--- config.mk ---
export PLATFORM = sky130hd
export DESIGN_NAME = imem_loader
export DESIGN_NICKNAME = d
export VERILOG_FILES = /design/src/rtl/imem_loader.sv
export SDC_FILE = /design/constraint.sdc
export NUM_CORES = 1
export LEC_CHECK = 0
export BUFFER_PORTS_ARGS = -buffer_cell sky130_fd_sc_hd__buf_2
export CAP_MARGIN = 20
export CORE_ASPECT_RATIO = 1.25
export CORE_MARGIN = 1.5
export CORE_UTILIZATION = 65
export CTS_BUF_LIST = sky130_fd_sc_hd__clkbuf_8
export CTS_CLUSTER_SIZE = 25
export DETAILED_ROUTE_END_ITERATION = 12
export HOLD_SLACK_MARGIN = 0.08
export PLACE_DENSITY_LB_ADDON = 0.3
export SETUP_SLACK_MARGIN = 0.2
export SLEW_MARGIN = 10
export SYNTH_ARGS = -nofsm -noshare
export SYNTH_HDL_FRONTEND = slang
export SYNTH_SLANG_ARGS = --single-unit
--- constraint.sdc ---
create_clock -name clk -period 5.35 [get_ports clk]
set_input_delay 0.535 -clock clk [delete_from_list [all_inputs] [get_ports clk]]
set_output_delay 0.535 -clock clk [all_outputs]
set_load 0.03 [all_outputs]
--- src/rtl/imem_loader.sv ---
// rtl/imem_loader.sv - byte-stream program loader driving the instruction memory write port
//
// Receives a program image as a byte stream and writes it into a writable
// instruction memory one 32-bit word at a time, starting at byte address 0.
// Stream: 0xA5 magic, N[7:0], N[15:8] (word count), then 4*N little-endian
// data bytes. The core is held in reset (cpu_rst) while a load is in progress.
//
// Optional feature macro: IMEM_LOADER_CSUM_EN
//   When defined, one extra byte follows the data: the XOR of all 4*N data
//   bytes (0x00 for N == 0). A mismatch fails the load.
//
// Ports:
//   clk       in   1           single clock
//   rst       in   1           synchronous, active-high reset
//   rx_data   in   8           received byte
//   rx_valid  in   1           rx_data valid this cycle
//   rx_ready  out  1           loader accepts a byte (transfer = rx_valid & rx_ready)
//   w_en      out  1           one-cycle imem write strobe
//   w_addr    out  ADDR_WIDTH  imem byte address, bits [1:0] always 0
//   w_data    out  DATA_WIDTH  word to write
//   cpu_rst   out  1           hold-in-reset to the core
//   busy      out  1           load in progress (any state except IDLE)
//   done      out  1           one-cycle pulse: load completed successfully
//   err       out  1           sticky: last load failed; cleared by the next magic byte

module imem_loader #(
    parameter int DATA_WIDTH  = 32,
    parameter int ADDR_WIDTH  = 13,
    parameter int WORD_NUM    = (2**ADDR_WIDTH) / 4,
    parameter int TIMEOUT_CYC = 1000000
) (
    input  logic                  clk,
    input  logic                  rst,
    input  logic [7:0]            rx_data,
    input  logic                  rx_valid,
    output logic                  rx_ready,
    output logic                  w_en,
    output logic [ADDR_WIDTH-1:0] w_addr,
    output logic [DATA_WIDTH-1:0] w_data,
    output logic                  cpu_rst,
    output logic                  busy,
    output logic                  done,
    output logic                  err
);

    localparam logic [7:0] MAGIC = 8'hA5;
    localparam int         TW    = $clog2(TIMEOUT_CYC + 1);

    localparam logic [2:0] S_IDLE   = 3'd0;
    localparam logic [2:0] S_LEN0   = 3'd1;
    localparam logic [2:0] S_LEN1   = 3'd2;
    localparam logic [2:0] S_DATA   = 3'd3;
    localparam logic [2:0] S_FINISH = 3'd4;
    localparam logic [2:0] S_FAIL   = 3'd5;
`ifdef IMEM_LOADER_CSUM_EN
    localparam logic [2:0] S_CSUM   = 3'd6;
`endif

    logic [2:0]            r_state;
    logic                  r_rx_ready;
    logic                  r_wen;
    logic [ADDR_WIDTH-1:0] r_waddr;
    logic [DATA_WIDTH-1:0] r_wdata;
    logic                  r_cpu_rst;
    logic                  r_err;
    logic [7:0]            r_len_lo;
    logic [15:0]           r_len;
    logic [15:0]           r_word_idx;
    logic [1:0]            r_bcnt;
    // Holds the first three bytes of the word being assembled; the fourth
    // byte goes straight into the write register, so a new word can start
    // packing while the previous one is still on the write port.
    logic [23:0]           r_shift;
    logic [TW-1:0]         r_idle;
`ifdef IMEM_LOADER_CSUM_EN
    logic [7:0]            r_csum;
`endif

    logic        w_accept;
    logic [15:0] w_len;
    logic        w_timed_out;
    logic        w_last_word;
    logic        w_waiting;
    logic [2:0]  w_next_state;
    logic [2:0]  w_end_state;

    assign w_accept    = rx_valid & r_rx_ready;
    assign w_len       = {rx_data, r_len_lo};
    assign w_timed_out = (r_idle == TW'(TIMEOUT_CYC - 1));
    assign w_last_word = (r_word_idx == (r_len - 16'd1));

`ifdef IMEM_LOADER_CSUM_EN
    assign w_waiting   = (r_state == S_LEN0) || (r_state == S_LEN1) ||
                         (r_state == S_DATA) || (r_state == S_CSUM);
    // Where the load goes once all words are written (or N == 0).
    assign w_end_state = S_CSUM;
`else
    assign w_waiting   = (r_state == S_LEN0) || (r_state == S_LEN1) ||
                         (r_state == S_DATA);
    assign w_end_state = S_FINISH;
`endif

    always_comb begin
        w_next_state = r_state;
        case (r_state)
            S_IDLE: begin
                if (w_accept && rx_data == MAGIC) begin
                    w_next_state = S_LEN0;
                end
            end
            S_LEN0: begin
                if (w_accept) begin
                    w_next_state = S_LEN1;
                end else if (w_timed_out) begin
                    w_next_state = S_FAIL;
                end
            end
            S_LEN1: begin
                if (w_accept) begin
                    if (w_len == 16'd0) begin
                        w_next_state = w_end_state;
                    end else if ({1'b0, w_len} > 17'(WORD_NUM)) begin
                        // Rejecting oversize images here is what keeps the
                        // write address from ever wrapping.
                        w_next_state = S_FAIL;
                    end else begin
                        w_next_state = S_DATA;
                    end
                end else if (w_timed_out) begin
                    w_next_state = S_FAIL;
                end
            end
            S_DATA: begin
                if (w_accept) begin
                    if (r_bcnt == 2'd3 && w_last_word) begin
                        w_next_state = w_end_state;
                    end
                end else if (w_timed_out) begin
                    w_next_state = S_FAIL;
                end
            end
`ifdef IMEM_LOADER_CSUM_EN
            S_CSUM: begin
                if (w_accept) begin
                    w_next_state = (rx_data == r_csum) ? S_FINISH : S_FAIL;
                end else if (w_timed_out) begin
                    w_next_state = S_FAIL;
                end
            end
`endif
            S_FINISH: w_next_state = S_IDLE;
            S_FAIL:   w_next_state = S_IDLE;
            default:  w_next_state = S_IDLE;
        endcase
    end

    always_ff @(posedge clk) begin
        if (rst) begin
            r_state    <= S_IDLE;
            r_rx_ready <= 1'b0;
            r_wen      <= 1'b0;
            r_waddr    <= '0;
            r_wdata    <= '0;
            r_cpu_rst  <= 1'b0;
            r_err      <= 1'b0;
            r_len_lo   <= '0;
            r_len      <= '0;
            r_word_idx <= '0;
            r_bcnt     <= '0;
            r_shift    <= '0;
            r_idle     <= '0;
`ifdef IMEM_LOADER_CSUM_EN
            r_csum     <= '0;
`endif
        end else begin
            r_rx_ready <= 1'b1;
            r_wen      <= 1'b0;
            r_state    <= w_next_state;

            // Idle counter only runs while a load waits for its next byte.
            if (w_waiting && !w_accept) begin
                r_idle <= r_idle + 1'b1;
            end else begin
                r_idle <= '0;
            end

            if (w_next_state == S_FAIL && r_state != S_FAIL) begin
                r_err <= 1'b1;
            end
            // Core is released in the same cycle done is shown.
            if (w_next_state == S_FINISH) begin
                r_cpu_rst <= 1'b0;
            end

            case (r_state)
                S_IDLE: begin
                    if (w_accept && rx_data == MAGIC) begin
                        r_err      <= 1'b0;
                        r_cpu_rst  <= 1'b1;
                        r_word_idx <= '0;
                        r_bcnt     <= '0;
`ifdef IMEM_LOADER_CSUM_EN
                        r_csum     <= '0;
`endif
                    end
                end
                S_LEN0: begin
                    if (w_accept) begin
                        r_len_lo <= rx_data;
                    end
                end
                S_LEN1: begin
                    if (w_accept) begin
                        r_len <= w_len;
                    end
                end
                S_DATA: begin
                    if (w_accept) begin
                        r_shift <= {rx_data, r_shift[23:8]};
                        r_bcnt  <= r_bcnt + 2'd1;
`ifdef IMEM_LOADER_CSUM_EN
                        r_csum  <= r_csum ^ rx_data;
`endif
                        if (r_bcnt == 2'd3) begin
                            r_wen      <= 1'b1;
                            r_waddr    <= {r_word_idx[ADDR_WIDTH-3:0], 2'b00};
                            r_wdata    <= {rx_data, r_shift};
                            r_word_idx <= r_word_idx + 16'd1;
                        end
                    end
                end
                default: begin
                end
            endcase
        end
    end

    assign rx_ready = r_rx_ready;
    assign w_en     = r_wen;
    assign w_addr   = r_waddr;
    assign w_data   = r_wdata;
    assign cpu_rst  = r_cpu_rst;
    assign err      = r_err;
    assign busy     = (r_state != S_IDLE);
    assign done     = (r_state == S_FINISH);

endmodule
==> results of run 1 <==
layer usage:
| layer | vias to the layer above | global-route usage | routed length (um) |
|---|---|---|---|
| met5 | - | 0 | 0 |
| met4 | 0 | 0.157 | 557 |
| met3 | 55 | 0.0832 | 654 |
| met2 | 189 | 0.522 | 7140 |
| met1 | 2423 | 0.364 | 5410 |
| li1 | 2474 | - | - |
power breakdown:
group / switching [W] / internal [W] / leakage [nW]
clock network: 0.000426 / 0.000472 / 0.210
registers: 0.000000490 / 0.00101 / 1.10
logic: 0.0000248 / 0.00000589 / 1.11
total: 0.000452 / 0.00149 / 2.42
worst max-delay path by stage:
stage	startpoint	to	slack, ns
2_1_floorplan	r_len[2]	err	2.85
3_3_place_gp	rx_data[1]	r_word_idx[15]	2.56
3_5_place_dp	rx_data[1]	r_word_idx[15]	2.48
4_1_cts	r_len[0]	err	2.37
5_1_grt	r_len[0]	err	2.07
6_report	r_len[0]	err	2.31
through the flow:
step / hold WS, ns / setup WS [ns]
finish: 0.366 / 2.31
global route: 0.366 / 2.07
CTS: 0.358 / 2.37
detailed placement: 0.443 / 2.48
global placement: 0.440 / 2.56
floorplan: 0.426 / 2.85
final cells by class:
cell class | instances | area [um2] | area share
Timing Repair Buffer | 63 | 325 | 0.0505
Inverter | 10 | 37.5 | 0.00583
Multi-Input combinational cell | 527 | 2780 | 0.432
Clock buffer | 17 | 234 | 0.0363
Sequential cell | 136 | 2720 | 0.423
Clock inverter | 15 | 191 | 0.0297
Tap cell | 120 | 150 | 0.0233
kinds of logic after synthesis:
kind of cell,after synthesis,synth area share
AND/OR/NAND/NOR,347,0.273
XOR/XNOR,47,0.0718
AO/OA/AOI/OAI,114,0.106
adder cells (fa/ha/maj),4,0.00873
buffers and inverters,56,0.0428
flip-flops,136,0.475
multiplexers,13,0.0231
other,1,0.000654
layout by cell type (no fill, tap or decap), types with 2 or more instances in the layout:
cell | synthesis | routed
or4_1 | 3 | 3
ha_1 | 4 | 4
clkbuf_8 | 0 | 17
clkinvlp_4 | 0 | 2
inv_1 | 10 | 10
a21oi_1 | 96 | 96
nand4_1 | 10 | 10
nor2b_1 | 3 | 3
buf_2 | 1 | 59
bufinv_16 | 0 | 3
dfxtp_1 | 136 | 136
nand2b_1 | 3 | 3
xor2_1 | 29 | 29
or3_1 | 5 | 5
a31oi_1 | 2 | 2
and3_1 | 14 | 14
nand3_1 | 25 | 24
buf_4 | 5 | 4
o21a_1 | 2 | 2
conb_1 | 1 | 2
and4b_1 | 2 | 2
nor2_1 | 57 | 57
nor4_1 | 6 | 6
nor3_1 | 13 | 12
o21ai_0 | 4 | 4
and2_1 | 3 | 3
nand2_1 | 189 | 189
nor4b_1 | 4 | 4
clkinv_4 | 0 | 3
nand3b_1 | 3 | 3
xnor2_1 | 18 | 18
mux2i_1 | 11 | 11
inv_6 | 0 | 5
registers in the layout, summed over array words and instances, names as in the netlist:
name,flops
r_shift,24
r_state,3
r_len,16
rx_ready,1
r_bcnt,2
w_addr,11
cpu_rst,1
w_data,32
r_word_idx,16
w_en,1
r_len_lo,8
r_idle,20
err,1
worst max-delay path: cells and delay by family (launching register included):
| kind | cells | cell delay [ns] |
|---|---|---|
| and+or+nand+nor | 5 | 1.65 |
| AOI/OAI and AO/OA | 4 | 0.66 |
| DFF | 1 | 0.35 |
| adders and majority gates | 1 | 0.24 |
| buffers and inverters | 1 | 0.07 |
==> results.cfg, run 1 <==
[yosys]
yosys.area.top_type_share = 0.475
seq_area_frac_synth = 0.475
post-synth-top-area-cell = dfxtp_1
syn_area_per_cell_um2 = 7.99
synth_edf_count = 0
yosysMostFrequentCell = nand2_1
synthTopCellsByCount = nand2_1, dfxtp_1, a21oi_1
synth_cell_types = 51
async_flop_share = 0
yosys_warnings = 0
synth-main-ff-cell = dfxtp_1
ys_seq_elements = 136
synthTopCellsByArea = dfxtp_1, nand2_1, a21oi_1, xor2_1, nor2_1
synthCells = 718
synth_area_um2 = 5730

[critical_path]
slowest_stage = nor4b_1
critPathKind = reg2reg
crit_path_start_kind = register
cpPeakStageDelay_ns = 0.64
arrival_ns = 3.41
worstPathCellList = inv_1 -> ha_1 -> nor4b_1 -> nand3_1 -> nor4_1 -> a211oi_1 -> a21oi_1 -> nand4_1 -> o31a_1 -> or3_1 -> a21oi_1
r2r_start = r_len[0]
rrSetupSlack_ns = 2.31
crit_required_ns = 5.72
path_max_fanout = 5
cpMostUsedCell = a21oi_1
reg2reg_to = err
reg2reg_depth = 11
cp-end-kind = register

[final_layout]
final_cell_area_um2 = 6440
syn_to_final_growth_pct = 12.3
nets = 770
final_util = 0.748
stdcell_count = 888
fillCellCount = 646
diodes = 0
drive_above_1_share = 0.132

[timing]
relSlewSlack = 0.307
rsz0062_at_grt = false
fin_crit_ns = 3.04
period_share = 0.568
finalSetupTns_ns = 0
setup_viol = 0
finalHoldViolations = 0
finalClockSkew_ns = 0.00771
worst_pin_slew_ns = 1.04
slew_violations = 0
max_freq_ghz = 0.329

[outcome]
status = finished clean

[cts]
clk_latency_ns = 0.45
cts_resized = 0
cts_tree = built
cts_buffers = 17
postCtsSetupBuffers = 0
cts_max_level = 4
clock-sinks = 136
clock_path_buffers = 2
cts.clk_slew.worst_paths_ns = 0.08
root_buffer = clkbuf_8
hold_buffers = 0

[global_route]
grt_pass1_vias = 4867
antenna_found_initial = 0
grt_start_max_net_pins = 101
grt_util_all_layers = 0.311
overflow = 0
grt_pass1_wl_mm = 22.6

[placement]
placed_cell_area_um2 = 6020
portBuffers = 59
dp_cells = 856
gp_congestion = 0.880
dp_hpwl_mm = 9.16

[pwr]
p_per_area_nw_per_um2 = 301
ir_worst_vdd_mv = 0.246
leakagePower_nw = 2.42
total_power_w = 0.00194

[worst_hold_path]
min_path_type = in2reg
worstHoldStart = rx_data[4]
hold_end = w_data[28]
hold_depth = 3

[floorplanning]
ios = 62
die_w_um = 87.0
fp-row-count = 38
die_y_um = 108
start_util = 0.666
core_um2 = 8610
die_area_um2 = 9400

[drt]
vias_per_cell = 5.79
drc_errors = 0
routed_wl_mm = 13.8
via_count = 5141
detail_route.wl_per_cell_um = 15.5
drtIter0Drc = 483
ant_nets = 0
firstDrtPassIters = 7

[run]
maxCapViolations = 0
Note: power is estimated with default switching activity, not from simulation.
==> run 2: changes to the inputs <==
--- a/config.mk
+++ b/config.mk
@@ -5,11 +5,12 @@
 export SDC_FILE = /design/constraint.sdc
 export NUM_CORES = 1
 export LEC_CHECK = 0
+export ABC_AREA = 1
 export BUFFER_PORTS_ARGS = -buffer_cell sky130_fd_sc_hd__buf_2
 export CAP_MARGIN = 20
 export CORE_ASPECT_RATIO = 1.25
 export CORE_MARGIN = 1.5
-export CORE_UTILIZATION = 65
+export CORE_UTILIZATION = 55
 export CTS_BUF_LIST = sky130_fd_sc_hd__clkbuf_8
 export CTS_CLUSTER_SIZE = 25
 export DETAILED_ROUTE_END_ITERATION = 12
==> constraint.sdc (replaced) <==
create_clock -name clk -period 2.67 [get_ports clk]
set_input_delay 0.267 -clock clk [delete_from_list [all_inputs] [get_ports clk]]
set_output_delay 0.267 -clock clk [all_outputs]
set_load 0.03 [all_outputs]
==> results.cfg, run 2 <==
[yosys]
ys_seq_elements = 136
post-synth-top-area-cell = dfxtp_1
synth-xor-area-share = 0.0161
yosys_warnings = 0
synth_edf_count = 0
syn_area_per_cell_um2 = 7.07
async_flop_share = 0
synth_cell_types = 34
yosysMostFrequentCell = nand2_1
synthTopCellsByCount = nand2_1, dfxtp_1, nor2_1
synth-simple-area-share = 0.294
synth_compound_area_frac = 0.148
yosys.area.top_type_share = 0.456
synthCells = 844
synthTopCellsByArea = dfxtp_1, nand2_1, o21ai_0, nor2_1, a21oi_1
muxShareOfSynthArea = 0
seq_area_frac_synth = 0.456
synth_area_um2 = 5970
synth_top_family_by_area = simple AND/OR/NAND/NOR gates
synth_fa_ha_area_frac = 0.00838
synth-main-ff-cell = dfxtp_1

[drt]
met2_length_mm = 6.73
drc_errors = 0
firstDrtPassIters = 7
drtIter0Drc = 419
ant_nets = 0
routed_wl_mm = 14.1
wl_met1_mm = 6.40
detail_route.wl_per_cell_um = 13.4
vias_per_cell = 5.32
via_count = 5597
routed.top_layer = met4
wl_met3_um = 667

[cts]
cts_resized = 0
cts_buffers = 17
clk_latency_ns = 0.44
cts_tree = built
root_buffer = clkbuf_8
hold_buffers = 0
clock-sinks = 136
cts.clk_slew.worst_paths_ns = 0.08
postCtsSetupBuffers = 0
cts_max_level = 4
clock_path_buffers = 2

[timing]
finalSetupTns_ns = 0
worst_pin_slew_ns = 0.829
fin_crit_ns = 2.27
relSlewSlack = 0.445
slew_violations = 0
max_freq_ghz = 0.440
finalClockSkew_ns = 0.00994
period_share = 0.852
worst_slack_ns = 0.396
rsz0062_at_grt = true
holdWs_ns = 0.124
setup_viol = 0
finalHoldViolations = 0

[placement]
dp_cells = 1020
pre_cts_ws_ns = 0.396
placed_cell_area_um2 = 6430
portBuffers = 59
dp_hpwl_mm = 10.0
gp_congestion = 0.922

[final_layout]
syn_to_final_growth_pct = 14.3
nets = 922
stdcell_count = 1052
drive_above_1_share = 0.138
largest_reg_flops = 32
layout_commonest_cell = nand2_1
final_cell_mix = nand2_1, dfxtp_1, nor2_1
diodes = 0
final_cell_area_um2 = 6830
multi_input_area_um2 = 2810
seq_area_um2 = 2720
fillCellCount = 950

[floorplanning]
ios = 62
die_area_um2 = 11500
start_util = 0.565
core_um2 = 10600
die_y_um = 119
die_w_um = 96.2
fp-row-count = 42

[pwr]
power_frac_seq = 0.543
p_sw_frac = 0.238
internal-power_w = 0.00284
ir_worst_vdd_mv = 0.434
p_per_area_nw_per_um2 = 547
clockPowerShare = 0.432
power_frac_comb = 0.024
leakagePower_nw = 3.01
power_switching_w = 0.000889

[critical_path]
slowest_stage = dfxtp_1
critPathKind = reg2reg
worstPathCellList = inv_1 -> ha_1 -> nand2_1 -> nor2_4 -> nand2_1 -> o21ai_0 -> nand3_1 -> nor2_1 -> nand3_1 -> nand2_1 -> nand3_1 -> nand2_1 -> nand2_1 -> a21oi_1
reg2reg_to = err
rrSetupSlack_ns = 0.40
crit_required_ns = 3.03
r2r_start = r_len[0]
crit_path_start_kind = register
path_max_fanout = 7
cpMostUsedCell = nand2_1
reg2reg_depth = 14
arrival_ns = 2.64
cp-end-kind = register
cpPeakStageDelay_ns = 0.32

[outcome]
status = finished clean

[global_route]
grt_util_all_layers = 0.257
overflow = 0
grt_start_max_net_pins = 74
grt_pass1_wl_mm = 23.0
grt_pass1_vias = 4929
antenna_found_initial = 0

[worst_hold_path]
worstHoldStart = rst
hold_depth = 2
min_path_type = in2reg
hold_end = w_data[5]

[run]
maxCapViolations = 0
-- run 2: changes by cell type after synthesis, sizes merged, moves of 6 or more --
cell    previous run  this run
o21ai              5        86
inv               10        89
nor2              58       115
nand3             25        59
xor2              29         8
a21oi             96        79
nand2            189       172
xnor2             18         3
and3              14         0
nor3              13        27
mux2i             11         0
clkbuf            35        25
buf               10         4
-- run 2: cell families after synthesis --
group           Yosys count
compound gates          173
xor+xnor                 11
other cells               1
buf+inv                 119
fa+ha+maj                 4
flops                   136
simple gates            400
-- run 2: layout make-up --
type / instances / share of cell area
Clock buffer: 19 / 0.0383
Sequential cell: 136 / 0.399
Timing Repair Buffer: 72 / 0.0594
Clock inverter: 13 / 0.0176
Tap cell: 132 / 0.0242
Multi-Input combinational cell: 590 / 0.412
Inverter: 90 / 0.0497
-- run 2: worst max path at each step --
stage	from	to	slack, ns	depth (start not counted)
after floorplan	rx_ready	r_word_idx[15]	0.50	12
after global placement	r_len[0]	cpu_rst	0.48	15
after detailed placement	r_len[0]	err	0.40	14
after CTS	r_len[0]	err	0.30	14
after global routing	r_len[0]	err	0.19	14
final	r_len[0]	err	0.40	14
-- run 2: worst max-delay path: cells and delay by family, from the launching register on --
| family | cells | cell delay (ns) |
|---|---|---|
| AOI/OAI and AO/OA | 2 | 0.33 |
| and+or+nand+nor | 10 | 1.19 |
| buffers and inverters | 1 | 0.14 |
| adders and majority gates | 1 | 0.20 |
| DFF | 1 | 0.32 |
-- run 2: power by group through the flow --
stage               sequential (W)  combinational [W]  clock, W
CTS                        0.00203          0.0000898   0.00163
detailed placement         0.00208          0.0000895         0
finish                     0.00203          0.0000901   0.00161
global placement           0.00208          0.0000892         0
floorplan                  0.00208          0.0000522         0
global route               0.00203          0.0000989   0.00172
-- run 2: routing by layer --
layer  global-route usage  up-vias
met3               0.0577       26
met5                    0        -
met4               0.0938        0
met1                0.334     2529
li1                     -     2885
met2                0.413      157
-- run 2: metrics by stage --
step	util	total power (W)
finish	0.646	0.00373
global route	0.646	0.00385
CTS	0.645	0.00375
detailed placement	0.609	0.00216
global placement	0.609	0.00216
floorplan	-	0.00213
==> run 3: changes to the inputs <==
--- a/config.mk
+++ b/config.mk
@@ -16,6 +16,7 @@
 export DETAILED_ROUTE_END_ITERATION = 12
 export HOLD_SLACK_MARGIN = 0.08
 export PLACE_DENSITY_LB_ADDON = 0.3
+export RECOVER_POWER = 25
 export SETUP_SLACK_MARGIN = 0.2
 export SLEW_MARGIN = 10
 export SYNTH_ARGS = -nofsm -noshare
==> constraint.sdc (replaced) <==
create_clock -name clk -period 2.05 [get_ports clk]
set_input_delay 0.205 -clock clk [delete_from_list [all_inputs] [get_ports clk]]
set_output_delay 0.205 -clock clk [all_outputs]
set_load 0.03 [all_outputs]
==> results.cfg, run 3 (synthesis results as in run 2) <==
[outcome]
status = finished clean

[critical_path]
arrival_ns = 2.36
crit_path_start_kind = register
r2r_start = r_idle[0]
slowest_stage = dfxtp_2
path_max_fanout = 2
reg2reg_to = r_idle[4]
cpMostUsedCell = buf_4
crit_required_ns = 2.40
setup.worst_path.start = r_idle[0]
worstPathCellList = ha_4 -> nand2_4 -> nor2_4 -> nand2_2 -> buf_4 -> buf_6 -> buf_4 -> buf_4 -> buf_4 -> buf_4 -> buf_4 -> buf_4 -> buf_4 -> nand2_1 -> a21oi_1
critPathCapture = r_idle[4]
rrSetupSlack_ns = 0.03
cpPeakStageDelay_ns = 0.36
critPathKind = reg2reg
reg2reg_depth = 15
cp-end-kind = register

[global_route]
grt_start_max_net_pins = 36
overflow = 0
grt_util_all_layers = 0.280
grt_pass1_wl_mm = 24.8
antenna_found_initial = 0
grt_pass1_vias = 5412

[floorplanning]
die_area_um2 = 11500
start_util = 0.565
core_um2 = 10600
fp-row-count = 42
die_w_um = 96.2
ios = 62
die_y_um = 119

[worst_hold_path]
hold_depth = 3
min_path_type = in2reg

[drt]
drc_errors = 0
detail_route.wl_per_cell_um = 14.4
via_count = 5980
firstDrtPassIters = 6
drtIter0Drc = 378
vias_per_cell = 5.38
routed_wl_mm = 16.0
ant_nets = 0

[placement]
dp_hpwl_mm = 10.6
portBuffers = 59
gp_congestion = 0.885

[final_layout]
fillCellCount = 850
nets = 982
layout_commonest_cell = nand2_1
seq_area_um2 = 2740
diodes = 0
final_cell_mix = nand2_1, dfxtp_1, nor2_1
multi_input_area_um2 = 3140
drive_above_1_share = 0.224
syn_to_final_growth_pct = 26.9
largest_reg_flops = 32

[pwr]
leakagePower_nw = 3.21
ir_worst_vdd_mv = 0.478
p_per_area_nw_per_um2 = 636

[timing]
holdWs_ns = 0.126
finalClockSkew_ns = 0.00983
period_share = 0.983
finalHoldViolations = 0
fin_crit_ns = 2.02
max_freq_ghz = 0.496
setup_viol = 0
slew_violations = 0
worst_pin_slew_ns = 0.892
finalSetupTns_ns = 0
rsz0062_at_grt = true
relSlewSlack = 0.405

[cts]
cts_tree = built
cts.clk_slew.worst_paths_ns = 0.08
root_buffer = clkbuf_8
cts_buffers = 17
cts_max_level = 4
clock-sinks = 136
clk_latency_ns = 0.46
clock_path_buffers = 2

[run]
maxCapViolations = 0
[run 3: critical path, delay by kind of cell (launching register included)]
kind                       cells  cell delay (ns)
AOI/OAI and AO/OA              1             0.03
and+or+nand+nor                4             0.29
adders and majority gates      1             0.15
DFF                            1             0.36
buffers and inverters          9             1.08
[run 3: layer usage]
layer	wire length, um	vias to the layer above	part of all wire	global-route usage
met1	6870	2751	0.43	0.343
li1	-	3007	-	-
met5	0	-	0	0
met4	436	0	0.027	0.123
met3	838	39	0.052	0.0501
met2	7860	183	0.49	0.473
[run 3: report_power, final]
group / switching (W) / total (W) / internal (W)
Sequential: 0.00000134 / 0.00264 / 0.00264
Clock: 0.00114 / 0.00204 / 0.000898
Combinational: 0.0000983 / 0.000146 / 0.0000472
[run 3: repair_timing]
action	CTS	global route
endpoints found under the hold margin	1	0
endpoints found under the setup margin	18	24
hold buffers	1	0
pin swaps	21	28
resized for setup	42	67
buffers inserted	25	13
[run 3: metrics by stage]
step                      setup WS (ns)   util  cells  area (um2)  total power [W]
after floorplan                   0.180      -    845        6020          0.00277
after global placement          -0.0645  0.628   1041        6630          0.00284
after detailed placement        -0.0892  0.628   1041        6630          0.00284
after CTS                        0.0168  0.693   1099        7320          0.00484
after global routing            -0.0407  0.717   1112        7580          0.00496
final                            0.0340  0.717   1112        7580          0.00482
[run 3: worst min-delay path by stage]
stage / from / endpoint / slack [ns]
final: rx_data[2] / r_shift[18] / 0.13
after global routing: rx_data[2] / r_shift[18] / 0.14
after CTS: rx_data[2] / r_shift[18] / 0.10
after detailed placement: r_shift[21] / w_data[21] / 0.44
after global placement: r_bcnt[0] / r_bcnt[0] / 0.45
after floorplan: rx_data[7] / w_data[31] / 0.31
[run 3: layout make-up]
class | instances | share of cell area
clock buffer | 18 | 0.0327
clock inverter | 14 | 0.0154
inverter | 90 | 0.0462
multi-input combinational | 590 | 0.414
sequential | 136 | 0.362
tap | 132 | 0.0218
timing repair buffer | 132 | 0.108
